### config.mk
export PLATFORM = sky130hd
export DESIGN_NAME = mem_access_flat
export DESIGN_NICKNAME = d
export VERILOG_FILES = /design/src/rtl/mem_access_if.sv /design/src/rtl/mem_access.sv /design/src/flat_wrapper.sv
export SDC_FILE = /design/constraint.sdc
export NUM_CORES = 1
export LEC_CHECK = 0
export CAP_MARGIN = 20
export CORE_MARGIN = 8
export CORE_UTILIZATION = 45
export CTS_CLUSTER_DIAMETER = 50
export CTS_CLUSTER_SIZE = 12
export DETAILED_ROUTE_END_ITERATION = 16
export DONT_BUFFER_PORTS = 1
export GPL_TIMING_DRIVEN = 0
export HOLD_SLACK_MARGIN = 0.03
export PLACE_DENSITY_LB_ADDON = 0.05
export SLEW_MARGIN = 25
export SYNTH_ARGS = -nofsm -noshare
export SYNTH_HDL_FRONTEND = slang
export SYNTH_SLANG_ARGS = --single-unit
export TNS_END_PERCENT = 50
### constraint.sdc
create_clock -name clk -period 4.1 [get_ports clk]
set_input_delay 0.41 -clock clk [delete_from_list [all_inputs] [get_ports clk]]
set_output_delay 0.41 -clock clk [all_outputs]
set_load 0.005 [all_outputs]
### src/rtl/mem_access_if.sv
// Data-memory port between the memory stage (master) and data memory (slave).
// The request fields are held stable from the request until the acknowledge.
interface mem_access_if;
  logic        dmem_req;
  logic        dmem_we;
  logic [31:0] dmem_addr;
  logic [3:0]  dmem_be;
  logic [31:0] dmem_wdata;
  logic        dmem_ack;
  logic [31:0] dmem_rdata;

  modport master (
    output dmem_req,
    output dmem_we,
    output dmem_addr,
    output dmem_be,
    output dmem_wdata,
    input  dmem_ack,
    input  dmem_rdata
  );

  modport slave (
    input  dmem_req,
    input  dmem_we,
    input  dmem_addr,
    input  dmem_be,
    input  dmem_wdata,
    output dmem_ack,
    output dmem_rdata
  );
endinterface

### src/rtl/mem_access.sv
// Memory pipeline stage: ALU passthrough plus loads/stores on a req/ack data port,
// with byte-lane steering, load extension, misalignment and ack-timeout detection.
module mem_access #(
  parameter int unsigned ACK_TIMEOUT = 255
) (
  input  logic         clk,
  input  logic         reset,
  input  logic         run,
  input  logic [31:0]  alu_result,
  input  logic         mem_to_reg,
  input  logic [1:0]   bytes,
  input  logic [31:0]  wdata,
  input  logic         we,
  input  logic         re,
  input  logic [4:0]   rd,
  input  logic         reg_we,
  input  logic         unsigned_flag,
  output logic         stall,
  mem_access_if.master dmem,
  output logic         run_out,
  output logic [31:0]  result_out,
  output logic [4:0]   rd_out,
  output logic         reg_we_out,
  output logic         misaligned,
  output logic         bus_error
);

  localparam int unsigned CntW =
      ($clog2(ACK_TIMEOUT + 1) > 8) ? $clog2(ACK_TIMEOUT + 1) : 8;
  localparam logic [CntW-1:0] CntMax = CntW'(ACK_TIMEOUT - 1);
  localparam bit TimeoutEn = (ACK_TIMEOUT != 0);

  typedef enum logic [0:0] {StIdle, StWaitAck} state_e;

  state_e          state_q;
  logic [CntW-1:0] cnt_q;
  logic [1:0]      bytes_q;
  logic [1:0]      off_q;
  logic            uns_q;
  logic            load_q;
  logic [4:0]      rd_q;
  logic            reg_we_q;
  logic            m2r_q;

  logic [3:0]  be_c;
  logic [31:0] wdata_c;
  logic        mis_c;
  logic [31:0] ld_c;

  // Lane steering and alignment check for the incoming instruction.
  always_comb begin
    be_c    = 4'b1111;
    wdata_c = wdata;
    mis_c   = 1'b0;
    case (bytes)
      2'd0: begin
        be_c    = 4'b0001 << alu_result[1:0];
        wdata_c = {4{wdata[7:0]}};
      end
      2'd1: begin
        be_c    = 4'b0011 << alu_result[1:0];
        wdata_c = {2{wdata[15:0]}};
        mis_c   = alu_result[0];
      end
      2'd2:    mis_c = |alu_result[1:0];
      default: mis_c = 1'b1;
    endcase
  end

  // Load data uses the access fields latched when the request was issued.
  always_comb begin
    ld_c = dmem.dmem_rdata;
    case (bytes_q)
      2'd0: begin
        ld_c[7:0]  = dmem.dmem_rdata[{off_q, 3'b000} +: 8];
        ld_c[31:8] = uns_q ? 24'd0 : {24{ld_c[7]}};
      end
      2'd1: begin
        ld_c[15:0]  = dmem.dmem_rdata[{off_q[1], 4'b0000} +: 16];
        ld_c[31:16] = uns_q ? 16'd0 : {16{ld_c[15]}};
      end
      default: ld_c = dmem.dmem_rdata;
    endcase
  end

  always_ff @(posedge clk or negedge reset) begin
    if (!reset) begin
      state_q         <= StIdle;
      cnt_q           <= '0;
      bytes_q         <= 2'd0;
      off_q           <= 2'd0;
      uns_q           <= 1'b0;
      load_q          <= 1'b0;
      rd_q            <= 5'd0;
      reg_we_q        <= 1'b0;
      m2r_q           <= 1'b0;
      stall           <= 1'b0;
      dmem.dmem_req   <= 1'b0;
      dmem.dmem_we    <= 1'b0;
      dmem.dmem_addr  <= 32'd0;
      dmem.dmem_be    <= 4'd0;
      dmem.dmem_wdata <= 32'd0;
      run_out         <= 1'b0;
      result_out      <= 32'd0;
      rd_out          <= 5'd0;
      reg_we_out      <= 1'b0;
      misaligned      <= 1'b0;
      bus_error       <= 1'b0;
    end else begin
      run_out    <= 1'b0;
      misaligned <= 1'b0;
      bus_error  <= 1'b0;
      unique case (state_q)
        StIdle: begin
          if (run) begin
            if (!we && !re) begin
              result_out <= alu_result;
              rd_out     <= rd;
              reg_we_out <= reg_we;
              run_out    <= 1'b1;
            end else if (mis_c) begin
              rd_out     <= rd;
              reg_we_out <= 1'b0;
              run_out    <= 1'b1;
              misaligned <= 1'b1;
            end else begin
              dmem.dmem_req   <= 1'b1;
              dmem.dmem_we    <= we;
              dmem.dmem_addr  <= {alu_result[31:2], 2'b00};
              dmem.dmem_be    <= be_c;
              dmem.dmem_wdata <= wdata_c;
              stall           <= 1'b1;
              cnt_q           <= '0;
              bytes_q         <= bytes;
              off_q           <= alu_result[1:0];
              uns_q           <= unsigned_flag;
              load_q          <= !we;
              rd_q            <= rd;
              reg_we_q        <= reg_we;
              m2r_q           <= mem_to_reg;
              state_q         <= StWaitAck;
            end
          end
        end
        StWaitAck: begin
          // An ack on the same cycle as the timeout still completes normally.
          if (dmem.dmem_ack) begin
            dmem.dmem_req <= 1'b0;
            stall         <= 1'b0;
            run_out       <= 1'b1;
            rd_out        <= rd_q;
            if (load_q) begin
              result_out <= ld_c;
              reg_we_out <= reg_we_q & m2r_q;
            end else begin
              reg_we_out <= 1'b0;
            end
            state_q <= StIdle;
          end else if (TimeoutEn && (cnt_q == CntMax)) begin
            dmem.dmem_req <= 1'b0;
            stall         <= 1'b0;
            run_out       <= 1'b1;
            bus_error     <= 1'b1;
            rd_out        <= rd_q;
            reg_we_out    <= 1'b0;
            state_q       <= StIdle;
          end else begin
            cnt_q <= cnt_q + CntW'(1);
          end
        end
      endcase
    end
  end

endmodule

### src/flat_wrapper.sv
// flat-port wrapper written by rule: the top's interface ports become plain ports
module mem_access_flat 
#(
  parameter int unsigned ACK_TIMEOUT = 255
)
  (clk, reset, run, alu_result, mem_to_reg, bytes, wdata, we, re, rd, reg_we, unsigned_flag, stall, run_out, result_out, rd_out, reg_we_out, misaligned, bus_error, dmem_dmem_req, dmem_dmem_we, dmem_dmem_addr, dmem_dmem_be, dmem_dmem_wdata, dmem_dmem_ack, dmem_dmem_rdata);
  mem_access_if dmem_i ();
  input  logic clk;
  input  logic reset;
  input  logic run;
  input  logic [31:0] alu_result;
  input  logic mem_to_reg;
  input  logic [1:0] bytes;
  input  logic [31:0] wdata;
  input  logic we;
  input  logic re;
  input  logic [4:0] rd;
  input  logic reg_we;
  input  logic unsigned_flag;
  output logic stall;
  output logic run_out;
  output logic [31:0] result_out;
  output logic [4:0] rd_out;
  output logic reg_we_out;
  output logic misaligned;
  output logic bus_error;
  output wire logic [$bits(dmem_i.dmem_req)-1:0] dmem_dmem_req;
  output wire logic [$bits(dmem_i.dmem_we)-1:0] dmem_dmem_we;
  output wire logic [$bits(dmem_i.dmem_addr)-1:0] dmem_dmem_addr;
  output wire logic [$bits(dmem_i.dmem_be)-1:0] dmem_dmem_be;
  output wire logic [$bits(dmem_i.dmem_wdata)-1:0] dmem_dmem_wdata;
  input wire logic [$bits(dmem_i.dmem_ack)-1:0] dmem_dmem_ack;
  input wire logic [$bits(dmem_i.dmem_rdata)-1:0] dmem_dmem_rdata;
  assign dmem_dmem_req = dmem_i.dmem_req;
  assign dmem_dmem_we = dmem_i.dmem_we;
  assign dmem_dmem_addr = dmem_i.dmem_addr;
  assign dmem_dmem_be = dmem_i.dmem_be;
  assign dmem_dmem_wdata = dmem_i.dmem_wdata;
  assign dmem_i.dmem_ack = dmem_dmem_ack;
  assign dmem_i.dmem_rdata = dmem_dmem_rdata;
  mem_access #(.ACK_TIMEOUT(ACK_TIMEOUT)) u_core (.clk(clk), .reset(reset), .run(run), .alu_result(alu_result), .mem_to_reg(mem_to_reg), .bytes(bytes), .wdata(wdata), .we(we), .re(re), .rd(rd), .reg_we(reg_we), .unsigned_flag(unsigned_flag), .stall(stall), .dmem(dmem_i), .run_out(run_out), .result_out(result_out), .rd_out(rd_out), .reg_we_out(reg_we_out), .misaligned(misaligned), .bus_error(bus_error));
endmodule
After elaboration in Yosys (flattened, before gate mapping):

Cells that the tools add are included.

* word-level logic and storage cells: 106
* memories: 0
* latch bits: 0
* memory bits (writable): 0
* bits in registers: 131
* memory bits (read-only): 0
* output and inout port bits: 112

* eq/ne operators: 14
* multipliers: 0
* mux-type cells: 52
* add/sub/neg operators: 1
* $lt $le $gt $ge: 0
* bitwise gates (word level): 4
* shift operators: 4
* reductions and logical operators: 11
* divide/modulo/power cells: 0

Operators by type and width (count)
* $pmux W32 S2: 3
* $mux W32: 4
* $mux W8: 5
* $shiftx A32 B6 Y16: 1
* $shiftx A32 B6 Y8: 1
* $mux W1: 25
* $mux W5: 5
* $mux W24: 1
* $mux W16: 1
* $pmux W8 S2: 1
* $ne A2 B2 Y1 const B: 7
* $reduce_and A4 Y1: 3
* $pmux W5 S2: 1
* $add A8 B1 Y8 const B: 1
* $eq A8 B8 Y1 const B: 1
* $pmux W1 S2: 4
* $pmux W4 S2: 1
* $reduce_and A5 Y1: 1
* $eq A2 B1 Y1 const B: 2
* $logic_not A2 Y1: 2
* $shl A1 B2 Y4 const A: 1
* $shl A2 B2 Y4 const A: 1
* $ne A3 B1 Y1 const B: 1
* $ne A3 B3 Y1 const B: 1
* 9 further kinds: 12

Logic depth before layout (Yosys ltp):

* word-level depth: 6
* depth in mapped cells: 7
* mapped depth without buffers: 6

Least setup slack after synthesis:

OpenSTA, ideal clock, no wires.

* kind: register to register
* start point: register u_core.off_q[1]
* end point: register u_core.result_out[12]
* cell stages (with the launch flop): 6
* arrival time: 1.554 ns
* path buffers: 1
* period minus slack after synthesis: 1.695 ns
* setup slack: 2.405 ns
* cell sequence: dfrtp_1 buf_6 mux4_2 a21o_1 o221ai_1 o311ai_1

* cells in the longest elaborated chain, start to end: 6

Ends and longest elaborated chain
* start, declared: RTL line mem_access.sv:38 `logic [1:0] off_q;`
* start signal, assigned: RTL line mem_access.sv:135 `off_q <= alu_result[1:0];`
* $shiftx A32 B6 Y8: RTL line mem_access.sv:75 `ld_c[7:0] = dmem.dmem_rdata[{off_q, 3'b000} +: 8];`
* $mux W24: RTL line mem_access.sv:76 `ld_c[31:8] = uns_q ? 24'd0 : {24{ld_c[7]}};`
* $pmux W32 S2 (*): RTL line mem_access.sv:73 `case (bytes_q)`
* $mux W32 (*): RTL line mem_access.sv:152 `if (load_q) begin`
* $mux W32 (*): RTL line mem_access.sv:147 `if (dmem.dmem_ack) begin`
* $pmux W32 S2 (*): RTL line mem_access.sv:113 `unique case (state_q)`
* end signal, assigned: RTL line mem_access.sv:117 `result_out <= alu_result;`
* end signal, assigned: RTL line mem_access.sv:153 `result_out <= ld_c;`
* end, declared: RTL line mem_access.sv:21 `output logic [31:0] result_out,`

Every way passes the cells marked *; elsewhere a longest branch is shown, timed or not. The select of a mux whose other input is x is not followed.
A chain may end at the register's enable or synchronous reset.

Worst setup path after layout:

* start point: register u_core.cnt_q[2]
* end point: register u_core.reg_we_out

* cells in the longest elaborated chain, start to end: 3

Ends and longest elaborated chain
* start, declared: RTL line mem_access.sv:36 `logic [CntW-1:0] cnt_q;`
* start signal, assigned: RTL line mem_access.sv:168 `cnt_q <= cnt_q + CntW'(1);`
* $eq A8 B8 Y1: RTL line mem_access.sv:159 `end else if (TimeoutEn && (cnt_q == CntMax)) begin`
* $ne A3 B3 Y1 (no source line)
* $reduce_and A3 Y1 (no source line)
* end signal, assigned: RTL line mem_access.sv:119 `reg_we_out <= reg_we;`
* end signal, assigned: RTL line mem_access.sv:154 `reg_we_out <= reg_we_q & m2r_q;`
* end, declared: RTL line mem_access.sv:23 `output logic reg_we_out,`

Every way passes these cells.

==> qor.yml <==
synth-seq-cells: 131
place_congestion: 0.828
cts_tree: "yes"
pin_count_of_the_biggest_net_entering_global_routing: 132
cpMaxStageDelayCell: "sky130_fd_sc_hd__o21ai_1"
commonest_non_fill_non_tap_cell_in_the_layout: "sky130_fd_sc_hd__dfrtp_1"
clk_root_buffer_cell: "sky130_fd_sc_hd__clkbuf_16"
worstHoldPathType: "in -> reg"
hold_ws_ps: 67.2
fillerInstances: 1279
finClkSkew_ps: 10.5
core_area_mm2: 0.0137
cellLeakagePower_nw: 3.09
tritoncts.num_buffers: 17
crit_start: "u_core.cnt_q[2]"
worst-endpoint-required_ps: 4400
io_pins: 224
netlist_instances: 600
worstSetupPathType: "reg -> reg"
post_cts_sizing: 0
yosysWarningCount: 0
detail_route.iter0.violations: 202
clock_insertion_delay_worst_skew_ps: 420
grt_pass1_vias: 4985
timing.critical_path.cells: "nand4_1, o21ai_1, a21o_1, mux2_1"
drt-pass1-iter-count: 4
worst_path_dominant_cell_family: "compound AO/OA/AOI/OAI gates"
total_die_area_mm2: 0.0178
via_total_after_detailed_routing: 4706
worst-endpoint-arrival_ps: 2430
leading_cell_types_in_the_layout_fill_and_taps_excluded: "sky130_fd_sc_hd__dfrtp_1, sky130_fd_sc_hd__nand2_1, sky130_fd_sc_hd__o21ai_0"
maxSlewViolCount: 0
floorplan.initialDensity_pct: 45.4
number_of_antenna_violations_at_the_first_check_in_global_routing: 1
regArea_mm2: 0.00328
yosys.cell_types.count: 49
detailed_place_hpwl_um: 14600
final_hold_viol_count: 0
grt_first_pass_wirelength_um: 29900
viasPerCell: 5.76
run_status: "finished, final reports clean"
cts_num_sinks: 131
fin_crit_sh_pct: 52.1
synth.avg_cell_area_um2: 10.3
multiInputGateArea_mm2: 0.00268
synth_ff_type: "sky130_fd_sc_hd__dfrtp_1"
r2r_start: "u_core.cnt_q[2]"
htree_num_levels: 4
cap_violations: 0
ir_drop_v: 0.000271
place.port_buffers: 0
cts.path.max_buffers: 2
max_fanout_on_critical_path: 7
switching_power_mw: 1.36
layout.nets: 736
place_ws_ps: 1920
detail_route.wirelength_um: 19100
min_period_ps: 2140
area_growth_pct: 14.8
critPathMaxStageDelay_ps: 650
seqPwrFrac_pct: 45.4
worst_slew_pin_slew_ps: 1020
chipHeight_um: 133
drive_gt1_share_pct: 17.0
syn-cell-area_mm2: 0.00621
final_critical_path_setup_slack_ps: 1960
ff2ff_setup_slack_ps: 1960
yosysSeqAreaShare_pct: 52.8
grt_setup_unrepaired: "false"
swShare_pct: 30.5
timing.slew.headroom_pct: 32.0
remaining_drc_errors: 0
report.final.setup_viol: 0
timing.critical_path.buf_inv: 0
ant_nets: 0
crit_path_end_kind: "register"
num_rows: 43
die_w_um: 133
critical_path.startpoint_type: "register"
hold_path.startpoint: "dmem_dmem_ack"
power_density_relative_to_cell_area_mw_per_mm2: 626
globalRoute.totalOverflow: 0
synth_enable_flop_cells: 0
route.detailed.wl_per_inst_um: 23.4
fmax_mhz: 468
share_clk_of_total_power_pct: 37.0
cellInternalPower_mw: 3.10
path_clk_slew_ps: 60
finalSetupTns_ps: 0
groute.usage.overall_pct: 21.8
power.share.combinational_pct: 17.6
asyncSetResetFlopFracSynth_pct: 100
[power groups by stage]
stage          Sequential (mW)  Combinational [mW]  Clock [mW]
6_report                  2.02               0.785        1.65
5_1_grt                   2.08               0.897        1.73
4_1_cts                   2.04               0.795        1.67
3_5_place_dp              2.05               0.764           0
3_3_place_gp              2.05               0.738           0
2_1_floorplan             1.92               0.617           0
[flip-flops by register name (all words and copies together) (netlist names), 2 cells and up]
| register | count |
|---|---|
| u_core.dmem.dmem_be | 4 |
| u_core.dmem.dmem_addr | 30 |
| u_core.off_q | 2 |
| u_core.rd_out | 5 |
| u_core.dmem.dmem_wdata | 32 |
| u_core.result_out | 32 |
| u_core.cnt_q | 8 |
| u_core.bytes_q | 2 |
| u_core.rd_q | 5 |
[per-stage QoR]
step                      area [um^2]  cells  utilization (%)  power [mW]
after floorplan                  6210    601                -        2.53
after global placement           6430    781             47.1        2.78
after detailed placement         6430    781             47.1        2.82
after CTS                        7120    815             52.1        4.50
after global routing             7120    815             52.1        4.70
final                            7120    817             52.1        4.46
[cells by family after synthesis]
kind of cell	after synthesis	synth area share, %
compound gates	139	14.7
xor+xnor	4	0.564
fa+ha+maj	2	0.403
buf+inv	56	4.03
flops	131	52.8
mux	79	13.8
other cells	1	0.0604
simple gates	188	13.6
[worst reg2reg max path, delay by kind of cell, from the launching register on]
| kind | cells | cell delay [ps] |
|---|---|---|
| flip-flops | 1 | 430 |
| AO/OA/AOI/OAI | 2 | 970 |
| multiplexers | 1 | 350 |
| AND/OR/NAND/NOR | 1 | 270 |
[per-layer routing]
metal	wire length (um)	global-route usage, %
met1	7360	25.3
met2	9060	34.7
met3	2340	10.5
met4	320	6.99
met5	8	0
[layout make-up]
cell class / count / share of cell area (%)
timing repair buffer: 2 / 0.527
multi-input combinational: 414 / 37.6
inverter: 14 / 0.738
clock inverter: 12 / 2.49
buffer: 42 / 2.78
antenna: 2 / 0.0703
sequential: 131 / 46.0
tap: 180 / 3.16
clock buffer: 20 / 6.55
[repair_timing]
item,in CTS,in global routing
hold buffers,2,0
setup buffers,0,0
hold endpoints to repair,131,0
[cells in the mapped netlist (10+ instances only)]
cell / n / area (um^2)
sky130_fd_sc_hd__o21ai_0: 51 / 255
sky130_fd_sc_hd__mux2_2: 43 / 484
sky130_fd_sc_hd__a21oi_1: 28 / 140
sky130_fd_sc_hd__nand2b_1: 10 / 62.6
sky130_fd_sc_hd__clkbuf_1: 20 / 75.1
sky130_fd_sc_hd__buf_2: 17 / 85.1
sky130_fd_sc_hd__nand2_1: 75 / 282
sky130_fd_sc_hd__nor2_1: 47 / 176
sky130_fd_sc_hd__dfrtp_1: 131 / 3280
sky130_fd_sc_hd__nor2b_1: 10 / 62.6
sky130_fd_sc_hd__mux2i_1: 34 / 340
sky130_fd_sc_hd__a211oi_1: 17 / 128
sky130_fd_sc_hd__nor3_1: 19 / 95.1
sky130_fd_sc_hd__inv_1: 13 / 48.8
[path summary, 6_finish.rpt]
| kind | to | cells after the start |
|---|---|---|
| max in group asynchronous | u_core.result_out[20] | 2 |
| worst max register to register | u_core.reg_we_out | 4 |
| worst min register to register | u_core.reg_we_q | 2 |
| worst min-delay path | u_core.bus_error | 1 |
| worst max-delay path | u_core.reg_we_out | 4 |
| min in group asynchronous | u_core.result_out[22] | 2 |
(Power assumes the default switching activity.)
